===== src/rtl/data_mem_mmio_pkg.sv =====
// Shared constants for the data memory / MMIO block:
// region decode, register offsets and STATUS layout.
package data_mem_mmio_pkg;

  localparam logic [15:0] MMIO_BASE_HI = 16'hFFFF;

  localparam logic [7:0] OFF_TXDATA   = 8'h00;
  localparam logic [7:0] OFF_STATUS   = 8'h04;
  localparam logic [7:0] OFF_MTIME    = 8'h08;
  localparam logic [7:0] OFF_MTIMECMP = 8'h0C;

  localparam int STAT_EMPTY   = 0;
  localparam int STAT_FULL    = 1;
  localparam int STAT_OVF     = 2;
  localparam int STAT_CNT_LSB = 3;

  function automatic logic [31:0] status_word(
    input logic [7:0] cnt,
    input logic       ovf,
    input logic       full,
    input logic       empty
  );
    logic [31:0] s;
    s                      = '0;
    s[STAT_CNT_LSB +: 8]   = cnt;
    s[STAT_OVF]            = ovf;
    s[STAT_FULL]           = full;
    s[STAT_EMPTY]          = empty;
    return s;
  endfunction

endpackage


===== src/rtl/data_mem_mmio_sync_fifo.sv =====
// Synchronous FIFO, power-of-2 depth, sync active-high reset.
// Ports: push/din in, pop in, head/full/empty/count out.
module sync_fifo #(
  parameter int WIDTH = 8,
  parameter int DEPTH = 8
) (
  input  logic                       clk,
  input  logic                       reset,
  input  logic                       push,
  input  logic                       pop,
  input  logic [WIDTH-1:0]           din,
  output logic [WIDTH-1:0]           head,
  output logic                       full,
  output logic                       empty,
  output logic [$clog2(DEPTH):0]     count
);

  localparam int AW = $clog2(DEPTH);

  logic [WIDTH-1:0] mem_q [DEPTH];
  logic [AW-1:0]    wr_q, wr_d;
  logic [AW-1:0]    rd_q, rd_d;
  logic [AW:0]      cnt_q, cnt_d;
  logic             do_push;
  logic             do_pop;

  assign empty = (cnt_q == '0);
  assign full  = (cnt_q == (AW+1)'(DEPTH));
  assign count = cnt_q;
  // Head is forced to zero while empty; stale slots never leak out.
  assign head  = empty ? '0 : mem_q[rd_q];

  assign do_pop  = pop & ~empty;
  // A pop in the same cycle frees the slot the push lands in.
  assign do_push = push & (~full | do_pop);

  always_comb begin
    wr_d  = wr_q;
    rd_d  = rd_q;
    cnt_d = cnt_q;
    if (do_push) wr_d = wr_q + 1'b1;
    if (do_pop)  rd_d = rd_q + 1'b1;
    if (do_push & ~do_pop) cnt_d = cnt_q + 1'b1;
    if (do_pop & ~do_push) cnt_d = cnt_q - 1'b1;
  end

  always_ff @(posedge clk) begin
    if (reset) begin
      wr_q  <= '0;
      rd_q  <= '0;
      cnt_q <= '0;
    end else begin
      wr_q  <= wr_d;
      rd_q  <= rd_d;
      cnt_q <= cnt_d;
    end
  end

  always_ff @(posedge clk) begin
    if (!reset && do_push) mem_q[wr_q] <= din;
  end

endmodule


===== src/rtl/data_mem_mmio.sv =====
// Data memory for the RV32I core: word RAM plus MMIO TX FIFO and timer.
// Ports: core store/load (mem_write, addr, write_data, read_data), tx drain, timer_irq.
module data_mem_mmio
  import data_mem_mmio_pkg::*;
#(
  parameter int RAM_WORDS  = 64,
  parameter int FIFO_DEPTH = 8
) (
  input  logic        clk,
  input  logic        reset,
  input  logic        mem_write,
  input  logic [31:0] addr,
  input  logic [31:0] write_data,
  output logic [31:0] read_data,
  output logic [7:0]  tx_data,
  output logic        tx_valid,
  input  logic        tx_ready,
  output logic        timer_irq
);

  localparam int RAW = $clog2(RAM_WORDS);
  localparam int FCW = $clog2(FIFO_DEPTH) + 1;

  logic [31:0]    ram_q [RAM_WORDS];
  logic [RAW-1:0] widx;
  logic           mmio;
  logic [7:0]     off;
  logic           unused_addr;

  logic           f_push, f_pop, f_full, f_empty;
  logic [FCW-1:0] f_cnt;
  logic           ovf_q, ovf_d;

  logic [31:0]    mtime_q, mtime_d;
  logic [31:0]    mtcmp_q, mtcmp_d;
  logic           irq_q;

  logic           wr_mmio;

  assign mmio        = (addr[31:16] == MMIO_BASE_HI);
  assign off         = addr[7:0];
  assign widx        = addr[RAW+1:2];
  assign unused_addr = ^{addr[15:8], addr[1:0]};
  assign wr_mmio     = mem_write & mmio;

  always_ff @(posedge clk) begin
    if (mem_write && !mmio && !reset) ram_q[widx] <= write_data;
  end

  assign f_push   = wr_mmio & (off == OFF_TXDATA);
  assign f_pop    = tx_valid & tx_ready;
  assign tx_valid = ~f_empty;

  sync_fifo #(
    .WIDTH (8),
    .DEPTH (FIFO_DEPTH)
  ) u_fifo (
    .clk   (clk),
    .reset (reset),
    .push  (f_push),
    .pop   (f_pop),
    .din   (write_data[7:0]),
    .head  (tx_data),
    .full  (f_full),
    .empty (f_empty),
    .count (f_cnt)
  );

  always_comb begin
    ovf_d = ovf_q;
    if (wr_mmio && off == OFF_STATUS) ovf_d = 1'b0;
    else if (f_push && f_full && !f_pop) ovf_d = 1'b1;
  end

  always_comb begin
    mtime_d = mtime_q + 32'd1;
    mtcmp_d = mtcmp_q;
    if (wr_mmio && off == OFF_MTIME)    mtime_d = write_data;
    if (wr_mmio && off == OFF_MTIMECMP) mtcmp_d = write_data;
  end

  always_ff @(posedge clk) begin
    if (reset) begin
      ovf_q   <= 1'b0;
      mtime_q <= '0;
      mtcmp_q <= 32'hFFFF_FFFF;
      irq_q   <= 1'b0;
    end else begin
      ovf_q   <= ovf_d;
      mtime_q <= mtime_d;
      mtcmp_q <= mtcmp_d;
      irq_q   <= (mtime_q >= mtcmp_q);
    end
  end

  assign timer_irq = irq_q;

  always_comb begin
    read_data = ram_q[widx];
    if (mmio) begin
      unique case (off)
        OFF_STATUS:   read_data = status_word(8'(f_cnt), ovf_q,
                                              f_full, f_empty);
        OFF_MTIME:    read_data = mtime_q;
        OFF_MTIMECMP: read_data = mtcmp_q;
        default:      read_data = '0;
      endcase
    end
  end

endmodule


===== config.mk =====
export PLATFORM = sky130hd
export DESIGN_NAME = data_mem_mmio
export DESIGN_NICKNAME = d
export VERILOG_FILES = /design/src/rtl/data_mem_mmio_pkg.sv /design/src/rtl/data_mem_mmio_sync_fifo.sv /design/src/rtl/data_mem_mmio.sv
export SDC_FILE = /design/constraint.sdc
export NUM_CORES = 2
export LEC_CHECK = 0
export CORE_MARGIN = 2
export CORE_UTILIZATION = 45
export DETAILED_ROUTE_END_ITERATION = 10
export DONT_BUFFER_PORTS = 1
export MAX_ROUTING_LAYER = met4
export PLACE_DENSITY_LB_ADDON = 0.05
export RECOVER_POWER = 50
export SLEW_MARGIN = 20
export SYNTH_ARGS = -nofsm -noshare
export SYNTH_HDL_FRONTEND = slang
export SYNTH_SLANG_ARGS = --single-unit

===== constraint.sdc =====
create_clock -name clk -period 5.6 [get_ports clk]
set_input_delay 1.4 -clock clk [delete_from_list [all_inputs] [get_ports clk]]
set_output_delay 1.4 -clock clk [all_outputs]
set_load 0.02 [all_outputs]

# --- After elaboration in Yosys (flattened, before gate mapping) ---
# Memory sizes are Yosys's and may differ from the RTL's. A register that Yosys moved wholly into a read port is not among the register bits.
# Index checks and enable logic that the tools add are counted.
totals:
  reg_bits: 76
  latch_bits: 0
  mem_bits_rw: 2112
  rom_bits: 0
  in_bits: 68
  elab_cells: 59
  mem_count: 2
op_classes:
  addsub: 5
  multipliers: 0
  div: 0
  n_lt_le_gt_ge: 1
  n_eq_ne: 5
  n_shift: 0
  n_mux: 12
  bitwise: 12
  reduce_logical: 15
memory_table:
  columns: ["name", "depth", "width", "rd", "rd_ports_with_merged_regs", "wr", "line_no", "rtl"]
  rows:
  - ["ram_q", 64, 32, 1, 0, 1, "data_mem_mmio.sv:24", "logic [31:0] ram_q [RAM_WORDS];"]
  - ["u_fifo.mem_q", 8, 8, 1, 1, 1, "data_mem_mmio_sync_fifo.sv:20", "logic [WIDTH-1:0] mem_q [DEPTH];"]
ops:
  columns: ["operator", "n"]
  rows:
  - ["32-bit case mux with 3 select lines", 1]
  - ["32-bit 2-to-1 mux", 2]
  - ["32-bit by 1-bit adder with 32-bit output (second input constant)", 1]
  - ["32-bit >= comparator", 1]
  - ["16-bit == test (second input constant)", 1]
  - ["8-bit by 4-bit == test with 1-bit output (second input constant)", 2]
  - ["8-bit by 3-bit == test with 1-bit output (second input constant)", 1]
  - ["1-bit logical AND", 8]
  - ["8-bit logical NOT", 1]
  - ["4-bit 2-to-1 mux", 2]
  - ["8-bit 2-to-1 mux", 1]
  - ["1-bit bitwise AND", 7]
  - ["3-bit by 1-bit adder with 3-bit output (second input constant)", 2]
  - ["3-bit 2-to-1 mux", 2]
  - ["4-bit by 1-bit adder with 4-bit output (second input constant)", 1]
  - ["4-bit == test (second input constant)", 1]
  - ["4-bit logical NOT", 1]
  - ["1-bit 2-to-1 mux", 4]
  - ["1-bit inverter", 4]
  - ["4-bit by 1-bit subtractor with 4-bit output (second input constant)", 1]
  - ["1-bit logical NOT", 3]
  - ["2-bit nonzero test", 1]
  - ["2-bit OR reduction", 1]
  - ["1-bit bitwise OR", 1]

# --- Logic depth before layout (Yosys ltp) ---
depth:
  word_depth: 9
  ltp_mapped: 13
  depth_no_buf: 11

# --- Cells and area by module ---
# Synthesis repeated with hierarchy kept, for this count alone.
unflattened:
  hier_cells: 4196
  area_unflattened_um2: 85906.1
modules_own_cells:
  columns: ["module", "instances", "cells_each", "area_each_um2"]
  rows:
  - ["data_mem_mmio", 1, 4010, 82735.6]
  - ["sync_fifo", 1, 186, 3170.5]

# --- Worst setup path before layout ---
# No wires, ideal clock.
synth_path:
  kind: "input port to flip-flop"
  start: "input addr[2]"
  end: "memory ram_q[17][0], enable pin"
  setup_time_ps: 421
  arrival_ps: 4396
  path_slack_ps: 783
  path_stages: 10
  path_cell_list: "buf_6 -> buf_12 -> buf_6 -> buf_4 -> buf_6 -> buf_4 -> buf_4 -> buf_4 -> nand3_1 -> nor2_1"
synth_lines:
  columns: ["element", "line_no", "rtl"]
  rows:
  - ["from (decl)", "data_mem_mmio.sv:12", "input logic [31:0] addr,"]
  - ["to (decl)", "data_mem_mmio.sv:24", null]
# Straight into the memory's write port.

# --- Worst setup path in the final report ---
layout_path:
  start: "input addr[4]"
  end: "output read_data[28]"
layout_via:
  elab_chain_cells: 3
  word_cells_on_any_way: 6
  classes_between: "eq/ne: 3; mux: 2; memory: 1"
layout_rtl:
  columns: ["element", "line_no", "rtl"]
  rows:
  - ["branches (longest 2 deep; another with memory read 64 x 32 bit)", null, null]
  - ["32-bit 2-to-1 mux (*)", "data_mem_mmio.sv:100", "if (mmio) begin"]
  - ["to (decl)", "data_mem_mmio.sv:14", "output logic [31:0] read_data,"]
# Mark *: on every way between the ends.

==> results.md <==
* Status: complete, but fails checks
* Violations in the final reports: capacitance limit, slew limit
* Post-synth top flop: edfxtp_1
* Die Area at 194,000 um2
* Worst EP arrival at 4130 ps
* Register area at 65,000 um2
* Element type at the critical path start: input port
* Sequential area share after synthesis at 75.7%
* Number of global-route vias before repair at 43,200
* Hold path depth at 2
* Share of cells above drive strength 1 at 26.7%
* TritonCTS clock tree: yes
* Mapped Cells at 4,152
* Number of synthesized flops with an enable pin at 2,112
* Port Buffers at 0
* Total GRT Usage at 27.2%
* Drt wl/cell at 35.6 um
* Crit path max fanout at 277
* Clock transition at path regs at 50 ps
* Iteration-0 DRC Markers at 5,378
* Pwr Total at 0.0343 W
* Pin count of the biggest net entering global routing at 363
* CTS root buffer: clkbuf_16
* DIE WIDTH at 441 um
* Placeable Area at 190,000 um2
* Initial Utilization at 45.2%
* Slew Limit Fails at 101
* Chip Height at 441 um
* Crit-path cells: inv_6 -> buf_4 -> a211oi_1 -> a2111oi_0 -> a21oi_1 -> o221ai_1 -> o21bai_1 -> buf_12
* Clk_lat worst skew at 860 ps
* R2R setup slack at 2220 ps
* Max stage delay on crit path at 570 ps
* Setup-failing EPs final at 0
* Detailed Place HPWL at 144 mm
* Mean Syn Cell Area at 20.7 um2
* Hold WS at 483 ps
* Initial antenna violation count at 14
* Relative slew slack at -34.8%
* Setup_tns at 0 ps
* DRT antenna net count at 0
* Detailed Route WL at 255 mm
* Htree depth at 4
* Worst Setup End Kind: primary output
* Peak Freq at 181 MHz
* First-pass DRT Iterations at 6
* Min Tclk post-route at 5530 ps
* CP max stage cell: inv_6
* Global route hottest layer: met2
* Final Util at 51.8%
* Filler cells at 15,100
* Final Skew at 21.6 ps
* Hold WC Path Type: register to register
* First-pass GRT wire length at 353 mm
* FF-to-FF End: u_fifo.count[3]
* DR vias/cell at 6.15
* Unrepaired setup endpoints after global routing: no
* Longest Clk Path Bufs at 3
* Met2 capacity usage during global routing at 41.3%
* Post-synthesis cell type count at 76
* Fin nets at 4,555
* Yosys reg bits at 2,191
* RD Place Congestion at 0.856
* Leak at 31.5 nW
* Post-place setup slack at -1820 ps
* Vias at 44,000
* Post-synthesis cell area at 85,900 um2
* WP buf/inv at 3
* # DRC at 0
* Final Cycle Share at 98.7%
* Worst path required time at 4200 ps
* Num rows at 160
* Area grow syn2layout at 14.5%
* Ys Warns at 0
* Ys async rst share at 0%
* Max Cap Viol at 4
* Met1 usage at 39.5%
* CP top delay family: compound AO/OA/AOI/OAI gates
* Least-Margin Pin Slew at 2020 ps
* R2r worst-path depth at 12
* Max VDD drop at 0.000290 V
* Critical path class: input port to primary output
* Endpoint of the worst hold path: u_fifo.rd_q[1]
* Total grt overflow at 0
* TritonCTS Sinks at 2,191
* Met3 Usage GRT at 3.68%
* Final Hold Viols at 0
* RR Startpoint: u_fifo.count[0]
* Io pins at 110
* Syn_nets at 4,258
* Setup WS post-layout at 71.3 ps
* Area of the multi-input gates at 20,000 um2
* Pwr/cell area at 349 nW/um2
* Clock buffer count from CTS at 229
* Hold Startpoint: u_fifo.rd_q[1]
==> worst min-delay path: stages (launching register included) <==
cell,delay (ps)
dfxtp_1,310
nand2_1,50
a21oi_1,70
==> cell usage in the layout, fill, tap and decap left out, types with 19 or more instances in the layout <==
master	count
clkinv_2	50
nand2_1	145
o21ai_0	40
inv_1	39
nor2_1	108
a22oi_1	41
mux4_2	515
o22ai_1	38
clkinv_1	57
mux2_2	23
edfxtp_1	2112
mux2i_1	147
a21oi_1	60
nand4_1	23
nor2_4	60
ha_1	37
a211oi_1	60
o211ai_1	58
xnor2_1	20
nor2b_1	19
nor3_1	26
buf_4	253
nand3_1	48
clkbuf_1	56
dfxtp_1	78
clkbuf_16	230
==> area by class of cell <==
class	instances	area share [%]
flip-flops and latches	2191	66.1
well taps	2511	3.19
multi-input cells	1687	20.3
clock inverters	148	1.32
clock buffers	282	6.09
inverters	42	0.167
repair buffers	298	2.84
diodes	3	0.00763
==> cells by family after synthesis <==
logic type	share of synthesized area, %
flip-flops	75.7
multiplexers	15.6
AND/OR/NAND/NOR	2.89
AO/OA/AOI/OAI	3.25
buffers and inverters	1.67
adder cells (fa/ha/maj)	0.562
XOR/XNOR	0.357
==> power by group <==
| part | internal, W | total (W) | switching, W |
|---|---|---|---|
| registers | 0.0180 | 0.0180 | 0.0000162 |
| clock network | 0.00842 | 0.0149 | 0.00644 |
| logic | 0.000664 | 0.00144 | 0.000781 |
| total | 0.0271 | 0.0343 | 0.00723 |
==> flip-flops by register name, indices dropped and copies added (netlist names), named ones only <==
signal / flops
mtcmp_q: 32
mtime_q: 32
ovf_q: 1
ram_q: 2048
timer_irq: 1
u_fifo.count: 4
u_fifo.mem_q: 64
u_fifo.rd_q: 3
u_fifo.wr_q: 3
==> worst max-delay path by stage <==
| stage | endpoint | start | slack [ps] | cells past startpoint |
|---|---|---|---|---|
| 6_report | read_data[28] | addr[4] | 70 | 8 |
| 5_1_grt | read_data[14] | addr[2] | 20 | 9 |
| 4_1_cts | read_data[28] | addr[2] | -40 | 9 |
| 3_5_place_dp | read_data[14] | addr[2] | -1820 | 9 |
| 3_3_place_gp | read_data[0] | addr[2] | -140 | 7 |
| 2_1_floorplan | ram_q[17][0] | addr[2] | 780 | 10 |
==> what timing repair did <==
item,CTS,global route
resized for setup,6,12
hold buffers,0,0
setup buffers,5,0
hold endpoints to repair,0,0
pin swaps,1,2
endpoints found under the setup margin,32,15
cloned,11,1
==> Yosys cell counts, drive strengths merged (12+ instances only) <==
cell type,count,share of area (%)
a21oi,61,0.36
nand3,50,0.29
o221ai,12,0.12
nor2b,19,0.14
mux2,23,0.30
inv,40,0.17
ha,37,0.54
nor2,168,0.73
nand2,145,0.63
xnor2,20,0.20
buf,135,1.1
nor4,21,0.17
o22ai,39,0.28
a22oi,41,0.36
o21ai,48,0.28
edfxtp,2112,74
o211ai,58,0.51
and3,17,0.12
nor3,28,0.17
xor2,15,0.15
a211oi,62,0.54
clkbuf,97,0.43
nand4,23,0.17
mux4,516,14
dfxtp,79,1.8
mux2i,149,1.8
a21o,16,0.14
==> per-stage QoR <==
stage	instance area, um2	cells
CTS	98400	7158
global placement	90500	6706
detailed placement	90700	6712
floorplan	85900	4152
finish	98400	7162
global route	98400	7160
==> metal layers <==
metal	wire length [um]	part of all wire, %
met2	121000	47
met4	5310	2.1
met1	113000	44
met3	16400	6.4
met5	0	0
Note: power is estimated with default switching activity, not from simulation.
